$ cat config.mk
export PLATFORM = sky130hd
export DESIGN_NAME = fetch_ifid_flat
export DESIGN_NICKNAME = d
export VERILOG_FILES = /design/src/rtl/fetch_ifid_if.sv /design/src/rtl/fetch_ifid.sv /design/src/flat_wrapper.sv
export SDC_FILE = /design/constraint.sdc
export NUM_CORES = 1
export LEC_CHECK = 0
export ABC_AREA = 1
export CORE_MARGIN = 4
export CORE_UTILIZATION = 52
export CTS_CLUSTER_SIZE = 14
export DETAILED_ROUTE_END_ITERATION = 10
export PLACE_DENSITY = 0.93
export SLEW_MARGIN = 40
export SYNTH_ARGS = -nofsm -noshare
export SYNTH_HDL_FRONTEND = slang
export SYNTH_SLANG_ARGS = --single-unit
$ cat constraint.sdc
create_clock -name clk -period 3.7 [get_ports clk]
set_clock_uncertainty 0.05 [all_clocks]
set_input_delay 0.555 -clock clk [delete_from_list [all_inputs] [get_ports clk]]
set_output_delay 0.555 -clock clk [all_outputs]
set_load 0.01 [all_outputs]
$ cat src/rtl/fetch_ifid_if.sv
// Instruction-memory read channel between the fetch stage and instruction memory.
interface fetch_ifid_if;
    logic        imemReq;
    logic [15:0] imemAddr;
    logic [15:0] imemData;
    logic        imemDone;

    modport master (output imemReq, output imemAddr, input imemData, input imemDone);
    modport slave  (input imemReq, input imemAddr, output imemData, output imemDone);
endinterface

$ cat src/rtl/fetch_ifid.sv
// Instruction fetch stage with IF/ID pipeline register for the 16-bit five-stage core.
// One outstanding read to a variable-latency memory; stalls, bubbles, redirects and HALT.
module fetch_ifid #(
    parameter logic [15:0] RESET_PC  = 16'h0000,
    parameter logic [15:0] NOP_INSTR = 16'h0800,
    parameter logic [4:0]  HALT_OP   = 5'b00000
) (
    input  logic          clk,
    input  logic          rst,
    input  logic          stall,
    input  logic          branchStall,
    input  logic          redirect,
    input  logic [15:0]   redirectPC,
    fetch_ifid_if.master  imem,
    output logic [15:0]   instr_IFID,
    output logic [15:0]   pcPlus2_IFID,
    output logic          valid_IFID,
    output logic [15:0]   pc,
    output logic          halted
);
    localparam logic [1:0] FETCH    = 2'd0;
    localparam logic [1:0] WAIT_MEM = 2'd1;
    localparam logic [1:0] HALTED   = 2'd2;

    logic [1:0]  state, state_d;
    logic [15:0] req_addr, req_addr_d;
    logic        squash, squash_d;
    logic [15:0] pc_d, instr_d, pcplus2_d;
    logic        valid_d, halted_d;
    logic [15:0] cur_addr;
    logic        discard;
    logic        halt_hit;

    // Once a read is in flight the address is frozen in req_addr, so pc may move freely.
    assign cur_addr      = (state == WAIT_MEM) ? req_addr : pc;
    assign discard       = (state == WAIT_MEM) && squash;
    assign halt_hit      = (imem.imemData[15:11] == HALT_OP);
    assign imem.imemReq  = !rst && ((state == FETCH) || (state == WAIT_MEM));
    assign imem.imemAddr = cur_addr;

    always_comb begin
        state_d    = state;
        req_addr_d = req_addr;
        squash_d   = squash;
        pc_d       = pc;
        instr_d    = instr_IFID;
        pcplus2_d  = pcPlus2_IFID;
        valid_d    = valid_IFID;
        halted_d   = halted;
        case (state)
            FETCH, WAIT_MEM: begin
                req_addr_d = cur_addr;
                state_d    = imem.imemDone ? FETCH : WAIT_MEM;
                // A redirect while the read is still pending poisons its eventual data.
                squash_d   = !imem.imemDone && (squash || redirect);
                if (redirect) begin
                    pc_d    = redirectPC;
                    instr_d = NOP_INSTR;
                    valid_d = 1'b0;
                end else if (branchStall) begin
                    instr_d = NOP_INSTR;
                    valid_d = 1'b0;
                end else if (stall) begin
                    instr_d = instr_IFID;
                end else if (imem.imemDone && !discard) begin
                    instr_d   = imem.imemData;
                    pcplus2_d = cur_addr + 16'd2;
                    valid_d   = 1'b1;
                    if (halt_hit) begin
                        pc_d     = cur_addr;
                        halted_d = 1'b1;
                        state_d  = HALTED;
                    end else begin
                        pc_d = cur_addr + 16'd2;
                    end
                end else begin
                    instr_d = NOP_INSTR;
                    valid_d = 1'b0;
                end
            end
            HALTED: begin
                if (redirect) begin
                    pc_d     = redirectPC;
                    halted_d = 1'b0;
                    state_d  = FETCH;
                    instr_d  = NOP_INSTR;
                    valid_d  = 1'b0;
                end else if (branchStall || !stall) begin
                    instr_d = NOP_INSTR;
                    valid_d = 1'b0;
                end
            end
            default: state_d = FETCH;
        endcase
    end

    always_ff @(posedge clk) begin
        if (rst) begin
            state        <= FETCH;
            req_addr     <= RESET_PC;
            squash       <= 1'b0;
            pc           <= RESET_PC;
            instr_IFID   <= NOP_INSTR;
            pcPlus2_IFID <= 16'h0000;
            valid_IFID   <= 1'b0;
            halted       <= 1'b0;
        end else begin
            state        <= state_d;
            req_addr     <= req_addr_d;
            squash       <= squash_d;
            pc           <= pc_d;
            instr_IFID   <= instr_d;
            pcPlus2_IFID <= pcplus2_d;
            valid_IFID   <= valid_d;
            halted       <= halted_d;
        end
    end
endmodule

$ cat src/flat_wrapper.sv
// flat-port wrapper written by rule: the top's interface ports become plain ports
module fetch_ifid_flat 
#(
    parameter logic [15:0] RESET_PC  = 16'h0000,
    parameter logic [15:0] NOP_INSTR = 16'h0800,
    parameter logic [4:0]  HALT_OP   = 5'b00000
)
  (clk, rst, stall, branchStall, redirect, redirectPC, instr_IFID, pcPlus2_IFID, valid_IFID, pc, halted, imem_imemReq, imem_imemAddr, imem_imemData, imem_imemDone);
  fetch_ifid_if imem_i ();
  input  logic clk;
  input  logic rst;
  input  logic stall;
  input  logic branchStall;
  input  logic redirect;
  input  logic [15:0] redirectPC;
  output logic [15:0] instr_IFID;
  output logic [15:0] pcPlus2_IFID;
  output logic valid_IFID;
  output logic [15:0] pc;
  output logic halted;
  output wire logic [$bits(imem_i.imemReq)-1:0] imem_imemReq;
  output wire logic [$bits(imem_i.imemAddr)-1:0] imem_imemAddr;
  input wire logic [$bits(imem_i.imemData)-1:0] imem_imemData;
  input wire logic [$bits(imem_i.imemDone)-1:0] imem_imemDone;
  assign imem_imemReq = imem_i.imemReq;
  assign imem_imemAddr = imem_i.imemAddr;
  assign imem_i.imemData = imem_imemData;
  assign imem_i.imemDone = imem_imemDone;
  fetch_ifid #(.RESET_PC(RESET_PC), .NOP_INSTR(NOP_INSTR), .HALT_OP(HALT_OP)) u_core (.clk(clk), .rst(rst), .stall(stall), .branchStall(branchStall), .redirect(redirect), .redirectPC(redirectPC), .imem(imem_i), .instr_IFID(instr_IFID), .pcPlus2_IFID(pcPlus2_IFID), .valid_IFID(valid_IFID), .pc(pc), .halted(halted));
endmodule
==> results_dict.tcl, run 1 <==
set metrics [dict create \
    seq_area_frac_synth_pct 37.7 \
    synthCells 558 \
    hold_slack_ns 0.419 \
    clock.fmax_mhz 301 \
    synth_warnings 0 \
    muxShareOfSynthArea_pct 0 \
    clk_latency_ns 0.36 \
    grt_antenna_before_repair 0 \
    drc 0 \
    coreArea_um2 6830 \
    postSynthNetCount 596 \
    critical_path.max_stage_delay_ns 0.74 \
    layoutNonFillerInstCount 749 \
    cts_buffers 9 \
    final_area_um2 4890 \
    synth_compound_area_share_pct 21.4 \
    cts_tree "built" \
    crit_chain "nand2_4, o21ai_0, clkdlybuf4s50_1" \
    drt_iter0_markers 329 \
    place_inst 733 \
    synth_largest_area_cell "dfxtp_1" \
    die_area_um2 8450 \
    synth_xor_area_share_pct 0.239 \
    synth_area_per_cell_um2 6.57 \
    synth_cell_types 31 \
    critical_path_class "reg -> out" \
    rsz0062_at_grt "false" \
    grt_usage_pct 27.9 \
    grt_pass1_wl_um 18900 \
    die_y_um 92.0 \
    period_share_pct 89.8 \
    post_cts_buffers 0 \
    power_leakage_nw 2.11 \
    hold_class "reg -> reg" \
    critical_path_required_ns 3.09 \
    fin_crit_ns 3.32 \
    setup_viol 0 \
    cts_resized 0 \
    drv_slew 0 \
    vias 4125 \
    worst_slew_pin_slew_ns 0.758 \
    power.total_mw 1.74 \
    tns_ns 0 \
    status "complete, no violations" \
    yosysTopAreaCellShare_pct 37.7 \
    yosys.area_share.simple_pct 28.3 \
    dp_worst_setup_slack_ns 0.866 \
    endpoint_kind "primary output" \
    path_max_fanout 27 \
    first_global_vias 3932 \
    worst-path-buf-inv 1 \
    synth_edf_count 0 \
    synth_area_um2 3660 \
    ant_nets 0 \
    top_level_ports 105 \
    rows 30 \
    postCtsHoldBufs 0 \
    clkTransAtPathRegs_ns 0.08 \
    yosysMostFrequentCell "nand2_1" \
    slew_headroom_pct 49.4 \
    cts_root_buf "clkbuf_8" \
    ys.flop_type "dfxtp_1" \
    hold_viol 0 \
    drt-pass1-iter-count 6 \
    io_buffers 104 \
    die_x_um 92.0 \
    clock-sinks 69 \
    globalplace.congestion 0.963 \
    drive_gt1_share_pct 7.96 \
    vdd_ir_drop_max_v 0.000266 \
    arrival_ns 2.72 \
    final_nets 686 \
    wirelength_um 11800 \
    syn2layout_area_growth_pct 33.4 \
    ys_async_sr_fraction_pct 0 \
    final_util_pct 71.5 \
    post_drt_wl_per_cell_um 15.8 \
    synth-seq-cells 69 \
    viasPerCell 5.51 \
    maxCapViolCount 0 \
    synthTopCellsByCount "nand2_1 (119), a21oi_1 (79), inv_1 (72)" \
    synth.area.top_cells "dfxtp_1 (38%), nand2_1 (12%), a21oi_1 (11%), inv_1 (7.4%), o21ai_0 (7.1%)" \
    grt_max_degree 35 \
    start_util_pct 53.6 \
    fin_ws_ns 0.378 \
    place_area_um2 4710 \
    cp-start-kind "register" \
    critPathTopFamily "flip-flops" \
    clockBufferDepth 2 \
    synthAdderAreaFrac_pct 0 \
    htree_levels 3 \
    hpwl_um 8320 \
    gr-total-overflow 0 \
    synth_top_family_by_area "simple AND/OR/NAND/NOR gates" \
    diodes 0 \
    power_density_nw_per_um2 356 \
    cpMaxStageDelayCell "dfxtp_1" \
    r2r_setup_slack_ns 0.78 \
]
[registers in the layout, indices dropped and copies added (netlist names)]
signal,cells
u_core.pcPlus2_IFID,16
u_core.squash,1
u_core.halted,1
u_core.pc,16
u_core.req_addr,16
u_core.state,2
u_core.instr_IFID,16
u_core.valid_IFID,1
[worst paths after layout]
| check | from | cells past startpoint | to |
|---|---|---|---|
| worst min register to register | u_core.instr_IFID[10] | 2 | u_core.instr_IFID[10] |
| worst max-delay path | u_core.state[0] | 3 | imem_imemAddr[0] |
| worst max register to register | u_core.state[0] | 8 | u_core.instr_IFID[15] |
| worst min-delay path | u_core.instr_IFID[10] | 2 | u_core.instr_IFID[10] |
[final cells by class]
type                       instances  area [µm²]
sequential                        69        1380
fill                             579        1940
clock inverter                     7        51.3
clock buffer                       9         124
timing repair buffer             110        1090
inverter                          77         294
multi-input combinational        381        1830
tap                               96         120
[logic make-up after synthesis]
group           after synthesis
simple gates                232
xor+xnor                      1
compound gates              148
buf+inv                     108
flops                        69
[worst min-delay path, stage by stage (launching register included)]
cell	delay, ns
dfxtp_1	0.32
nand2_1	0.06
a21oi_1	0.05
[placed cells by master (no fill, tap or decap)]
cell / netlist / layout
nand2_1: 119 / 119
nor2_4: 5 / 5
o211ai_1: 8 / 8
inv_2: 4 / 6
a21oi_1: 79 / 79
nand3_1: 39 / 39
clkinv_2: 0 / 2
clkbuf_8: 0 / 9
buf_4: 2 / 6
xor2_1: 1 / 1
nor3_1: 3 / 3
a21boi_4: 1 / 1
nand2_4: 2 / 2
clkinv_1: 0 / 1
nand2_2: 11 / 11
nand3b_1: 1 / 1
o22ai_1: 1 / 1
nand4_1: 3 / 3
o21ai_0: 52 / 52
or2_2: 1 / 1
nor2_8: 1 / 1
a211oi_1: 2 / 2
clkdlybuf4s50_1: 0 / 104
clkinvlp_4: 0 / 2
dfxtp_1: 69 / 69
o21ai_1: 3 / 3
a31oi_1: 2 / 2
nor2_1: 45 / 45
inv_6: 1 / 2
nor2_2: 2 / 2
clkinv_4: 0 / 2
inv_1: 72 / 69
[where the power goes]
group / internal [mW] / switching [mW]
registers: 0.777 / 0.0272
clock network: 0.245 / 0.325
logic: 0.163 / 0.205
[per-layer routing]
metal  share of wire, %  track usage, %  up-vias
met1                 38            32.5     1905
met4                2.6            12.0        0
li1                   -               -     1973
met5                  0               0        -
met3                9.2            7.63       29
met2                 50            48.1      218
Note: power is estimated with default switching activity, not from simulation.
==> run 2, diff against run 1 <==
--- a/config.mk
+++ b/config.mk
@@ -7,10 +7,12 @@
 export LEC_CHECK = 0
 export ABC_AREA = 1
 export CORE_MARGIN = 4
-export CORE_UTILIZATION = 52
+export CORE_UTILIZATION = 53
+export CTS_BUF_LIST = sky130_fd_sc_hd__clkbuf_2 sky130_fd_sc_hd__clkbuf_4 sky130_fd_sc_hd__clkbuf_8
 export CTS_CLUSTER_SIZE = 14
 export DETAILED_ROUTE_END_ITERATION = 10
-export PLACE_DENSITY = 0.93
+export HOLD_SLACK_MARGIN = 0.08
+export PLACE_DENSITY = 0.95
 export SLEW_MARGIN = 40
 export SYNTH_ARGS = -nofsm -noshare
 export SYNTH_HDL_FRONTEND = slang
==> results_dict.tcl, run 2 (synthesis gave the netlist of run 1 again) <==
set metrics [dict create \
    clockBufferDepth 2 \
    start_util_pct 54.2 \
    cts_tree "built" \
    power_leakage_nw 2.12 \
    worstReg2RegEnd "u_core.pcPlus2_IFID[6]" \
    clk_latency_ns 0.35 \
    post_cts_buffers 0 \
    place_inst 717 \
    grt_antenna_before_repair 0 \
    rsz0062_at_grt "false" \
    fin_crit_ns 2.99 \
    mostFrequentLayoutCells "nand2_1 (119), clkdlybuf4s50_1 (104), a21oi_1 (79)" \
    critical_path_required_ns 3.09 \
    critical_path_class "reg -> out" \
    r2r_setup_slack_ns 1.15 \
    power_density_nw_per_um2 357 \
    htree_levels 3 \
    cp-start-kind "register" \
    path_max_fanout 34 \
    drc 0 \
    cts_buffers 9 \
    top_level_ports 105 \
    cts_resized 0 \
    arrival_ns 2.38 \
    grt_pass1_wl_um 19200 \
    drt_iter0_markers 278 \
    reg2reg_depth 10 \
    critPathLaunch "u_core.state[1]" \
    vdd_ir_drop_max_v 0.000283 \
    first_global_vias 4000 \
    drv_slew 0 \
    grt_max_degree 35 \
    tns_ns 0 \
    critical_path.max_stage_delay_ns 0.51 \
    power.total_mw 1.74 \
    diodes 0 \
    hold_slack_ns 0.415 \
    die_x_um 91.2 \
    globalplace.congestion 0.912 \
    clock-sinks 69 \
    wirelength_um 11700 \
    die_y_um 91.2 \
    die_area_um2 8310 \
    drive_gt1_share_pct 7.96 \
    setup_viol 0 \
    ant_nets 0 \
    layoutNonFillerInstCount 733 \
    io_buffers 104 \
    layout_commonest_cell "nand2_1" \
    clkTransAtPathRegs_ns 0.08 \
    worst_slew_pin_slew_ns 0.681 \
    clock.fmax_mhz 334 \
    viasPerCell 5.58 \
    drt-pass1-iter-count 6 \
    hold_class "reg -> reg" \
    coreArea_um2 6760 \
    worstReg2RegStart "u_core.state[1]" \
    hold_viol 0 \
    final_nets 686 \
    status "complete, no violations" \
    cpMaxStageDelayCell "clkdlybuf4s50_1" \
    post_drt_wl_per_cell_um 15.9 \
    slew_headroom_pct 54.5 \
    maxCapViolCount 0 \
    holdPathStages 2 \
    period_share_pct 80.8 \
    grt_usage_pct 28.5 \
    gr-total-overflow 0 \
    crit_chain "buf_4, nor2_8, or2_2, o21ai_0, inv_1, clkdlybuf4s50_1" \
    hold_end "u_core.valid_IFID" \
    rows 30 \
    endpoint_kind "primary output" \
    n_fill_cell 534 \
    cts_root_buf "clkbuf_8" \
    postCtsHoldBufs 0 \
    syn2layout_area_growth_pct 32.8 \
    hpwl_um 8340 \
    vias 4093 \
    hold_start "u_core.valid_IFID" \
]
## run 2: cell types whose count changed in the layout (fill, tap and decap cells not counted), sizes merged
| cell | before | now |
|---|---|---|
| clkinv | 5 | 2 |
| clkinvlp | 2 | 3 |
| inv | 77 | 79 |
## run 2: through the flow
stage / util [%] / area, µm² / setup WS, ns
6_report: 72.0 / 4870 / 0.710
5_1_grt: 72.0 / 4870 / 0.628
4_1_cts: 72.0 / 4870 / 0.720
3_5_place_dp: 69.4 / 4690 / 0.917
3_3_place_gp: 69.4 / 4690 / 1.01
2_1_floorplan: - / 3660 / 1.91
## run 2: worst max-delay path by stage
| stage | to | slack [ns] | cells past startpoint |
|---|---|---|---|
| after detailed placement | u_core.halted | 0.92 | 8 |
| after global routing | imem_imemAddr[15] | 0.63 | 6 |
| after global placement | u_core.halted | 1.01 | 8 |
| after CTS | imem_imemAddr[15] | 0.72 | 6 |
| final | imem_imemAddr[15] | 0.71 | 6 |
| after floorplan | u_core.pc[4] | 1.91 | 7 |
## run 2: per-layer routing
metal / global-route usage (%) / wire (µm) / up-vias
met5: 0 / 0 / -
met4: 13.9 / 370 / 0
met3: 6.55 / 1080 / 33
met2: 49.2 / 5600 / 232
met1: 32.9 / 4600 / 1849
li1: - / - / 1979
## run 2: final cells by class
| class | instances | area [µm²] | area share [%] |
|---|---|---|---|
| multi-input combinational | 381 | 1830 | 37.6 |
| sequential | 69 | 1380 | 28.4 |
| timing repair buffer | 110 | 1090 | 22.3 |
| inverter | 77 | 294 | 6.04 |
| clock buffer | 9 | 124 | 2.55 |
| tap | 80 | 100 | 2.06 |
| clock inverter | 7 | 50.0 | 1.03 |
## run 2: power breakdown
group          switching, mW  internal (mW)
Sequential            0.0264          0.777
Clock                  0.320          0.245
Combinational          0.207          0.162
Total                  0.553           1.18
## run 2: worst max-delay path: cells and delay by family (launching register included)
family          cells  cell delay, ns
compound gates      1            0.17
flops               1            0.41
simple gates        2            0.39
buf+inv             3            1.05
==> run 3, diff against run 2 <==
--- a/config.mk
+++ b/config.mk
@@ -7,12 +7,12 @@
 export LEC_CHECK = 0
 export ABC_AREA = 1
 export CORE_MARGIN = 4
-export CORE_UTILIZATION = 53
+export CORE_UTILIZATION = 49
 export CTS_BUF_LIST = sky130_fd_sc_hd__clkbuf_2 sky130_fd_sc_hd__clkbuf_4 sky130_fd_sc_hd__clkbuf_8
 export CTS_CLUSTER_SIZE = 14
 export DETAILED_ROUTE_END_ITERATION = 10
 export HOLD_SLACK_MARGIN = 0.08
-export PLACE_DENSITY = 0.95
+export PLACE_DENSITY = 0.89
 export SLEW_MARGIN = 40
 export SYNTH_ARGS = -nofsm -noshare
 export SYNTH_HDL_FRONTEND = slang
==> constraint.sdc (replaced) <==
create_clock -name clk -period 3.1 [get_ports clk]
set_clock_uncertainty 0.05 [all_clocks]
set_input_delay 0.465 -clock clk [delete_from_list [all_inputs] [get_ports clk]]
set_output_delay 0.465 -clock clk [all_outputs]
set_load 0.01 [all_outputs]
==> results_dict.tcl, run 3 (synthesis gave the netlist of run 1 again) <==
set metrics [dict create \
    grt_pass1_wl_um 18000 \
    clk_latency_ns 0.36 \
    hold_start "u_core.instr_IFID[0]" \
    first_global_vias 3833 \
    hold_viol 0 \
    postCtsHoldBufs 0 \
    fin_ws_ns 0.201 \
    worstReg2RegEnd "u_core.instr_IFID[4]" \
    post_cts_buffers 0 \
    power_density_nw_per_um2 429 \
    start_util_pct 50.5 \
    ant_nets 0 \
    cts_tree "built" \
    hold_class "reg -> reg" \
    cts_buffers 9 \
    post_drt_wl_per_cell_um 14.7 \
    critical_path_depth 4 \
    clockBufferDepth 2 \
    diodes 0 \
    holdPathStages 2 \
    place_inst 742 \
    final_area_um2 4950 \
    die_area_um2 8930 \
    final_nets 692 \
    critical_path_required_ns 2.58 \
    die_x_um 94.5 \
    fin_crit_ns 2.90 \
    gr-total-overflow 0 \
    clkTransAtPathRegs_ns 0.08 \
    slew_headroom_pct 48.9 \
    layout_commonest_cell "nand2_1" \
    place_area_um2 4760 \
    vias 3995 \
    coreArea_um2 7250 \
    wirelength_um 11200 \
    hold_slack_ns 0.422 \
    cp-start-kind "register" \
    r2r_setup_slack_ns 0.67 \
    drt-pass1-iter-count 5 \
    drv_slew 0 \
    mostFrequentLayoutCells "nand2_1 (119), clkdlybuf4s50_1 (104), a21oi_1 (79)" \
    critical_path.max_stage_delay_ns 0.65 \
    crit_chain "inv_6, nand2_4, o21ai_0, clkdlybuf4s50_1" \
    cpMaxStageDelayCell "clkdlybuf4s50_1" \
    drt_iter0_markers 308 \
    setup_viol 0 \
    viasPerCell 5.27 \
    globalplace.congestion 0.957 \
    syn2layout_area_growth_pct 35.1 \
    rsz0062_at_grt "false" \
    hold_end "u_core.instr_IFID[0]" \
    top_level_ports 105 \
    vdd_ir_drop_max_v 0.000282 \
    grt_antenna_before_repair 0 \
    layoutNonFillerInstCount 758 \
    grt_usage_pct 25.6 \
    drc 0 \
    cts_root_buf "clkbuf_8" \
    endpoint_kind "primary output" \
    power_leakage_nw 2.16 \
    path_max_fanout 27 \
    critPathTopFamily "buffers and inverters" \
    worst-path-buf-inv 2 \
    worst_slew_pin_slew_ns 0.765 \
    cts_resized 0 \
    htree_levels 3 \
    clock.fmax_mhz 345 \
    clock-sinks 69 \
    io_buffers 104 \
    period_share_pct 93.5 \
    tns_ns 0 \
    drive_gt1_share_pct 8.50 \
    dp_worst_setup_slack_ns 0.630 \
    grt_max_degree 31 \
    reg2reg_depth 10 \
    status "complete, no violations" \
    die_y_um 94.5 \
    maxCapViolCount 0 \
    worstReg2RegStart "u_core.state[1]" \
    rows 31 \
    critical_path_class "reg -> out" \
    hpwl_um 8510 \
    arrival_ns 2.38 \
]
[run 3: layer usage]
layer / routed length (µm) / vias to the layer above / GRT usage (%)
met1: 4520 / 1811 / 29.8
met2: 5430 / 171 / 45.2
met5: 0 / - / 0
met3: 933 / 25 / 7.17
met4: 292 / 0 / 8.05
li1: - / 1988 / -
[run 3: where the power goes]
part | internal [mW] | total, mW | leakage (nW) | switching (mW)
clock | 0.313 | 0.725 | 0.0951 | 0.412
combinational | 0.197 | 0.439 | 1.50 | 0.242
sequential | 0.927 | 0.960 | 0.564 | 0.0324
[run 3: worst max path at each step]
| stage | from | end | slack (ns) |
|---|---|---|---|
| 6_report | u_core.state[1] | imem_imemAddr[0] | 0.20 |
| 2_1_floorplan | imem_imemData[11] | u_core.pc[4] | 1.40 |
| 3_5_place_dp | u_core.state[1] | imem_imemAddr[0] | 0.63 |
| 3_3_place_gp | u_core.state[1] | imem_imemAddr[0] | 0.66 |
| 5_1_grt | u_core.state[1] | imem_imemAddr[0] | 0.09 |
| 4_1_cts | u_core.state[1] | imem_imemAddr[0] | 0.22 |
[run 3: worst register-to-register path: cells and delay by family (launching register included)]
| family | cells | cell delay, ns |
|---|---|---|
| AND/OR/NAND/NOR | 4 | 0.67 |
| AO/OA/AOI/OAI | 2 | 0.24 |
| buffers and inverters | 4 | 0.87 |
| flip-flops | 1 | 0.55 |
[run 3: layout make-up]
type                       instances  area (µm²)
clock buffer                       9         124
clock inverter                     7        65.1
fill                             631        2300
inverter                          77         294
multi-input combinational        381        1830
sequential                        69        1380
tap                               99         124
timing repair buffer             116        1130
[run 3: stage by stage]
step	util, %	total power [mW]
2_1_floorplan	-	1.21
3_3_place_gp	65.6	1.41
3_5_place_dp	65.6	1.41
4_1_cts	68.2	2.13
5_1_grt	68.2	2.21
6_report	68.2	2.12
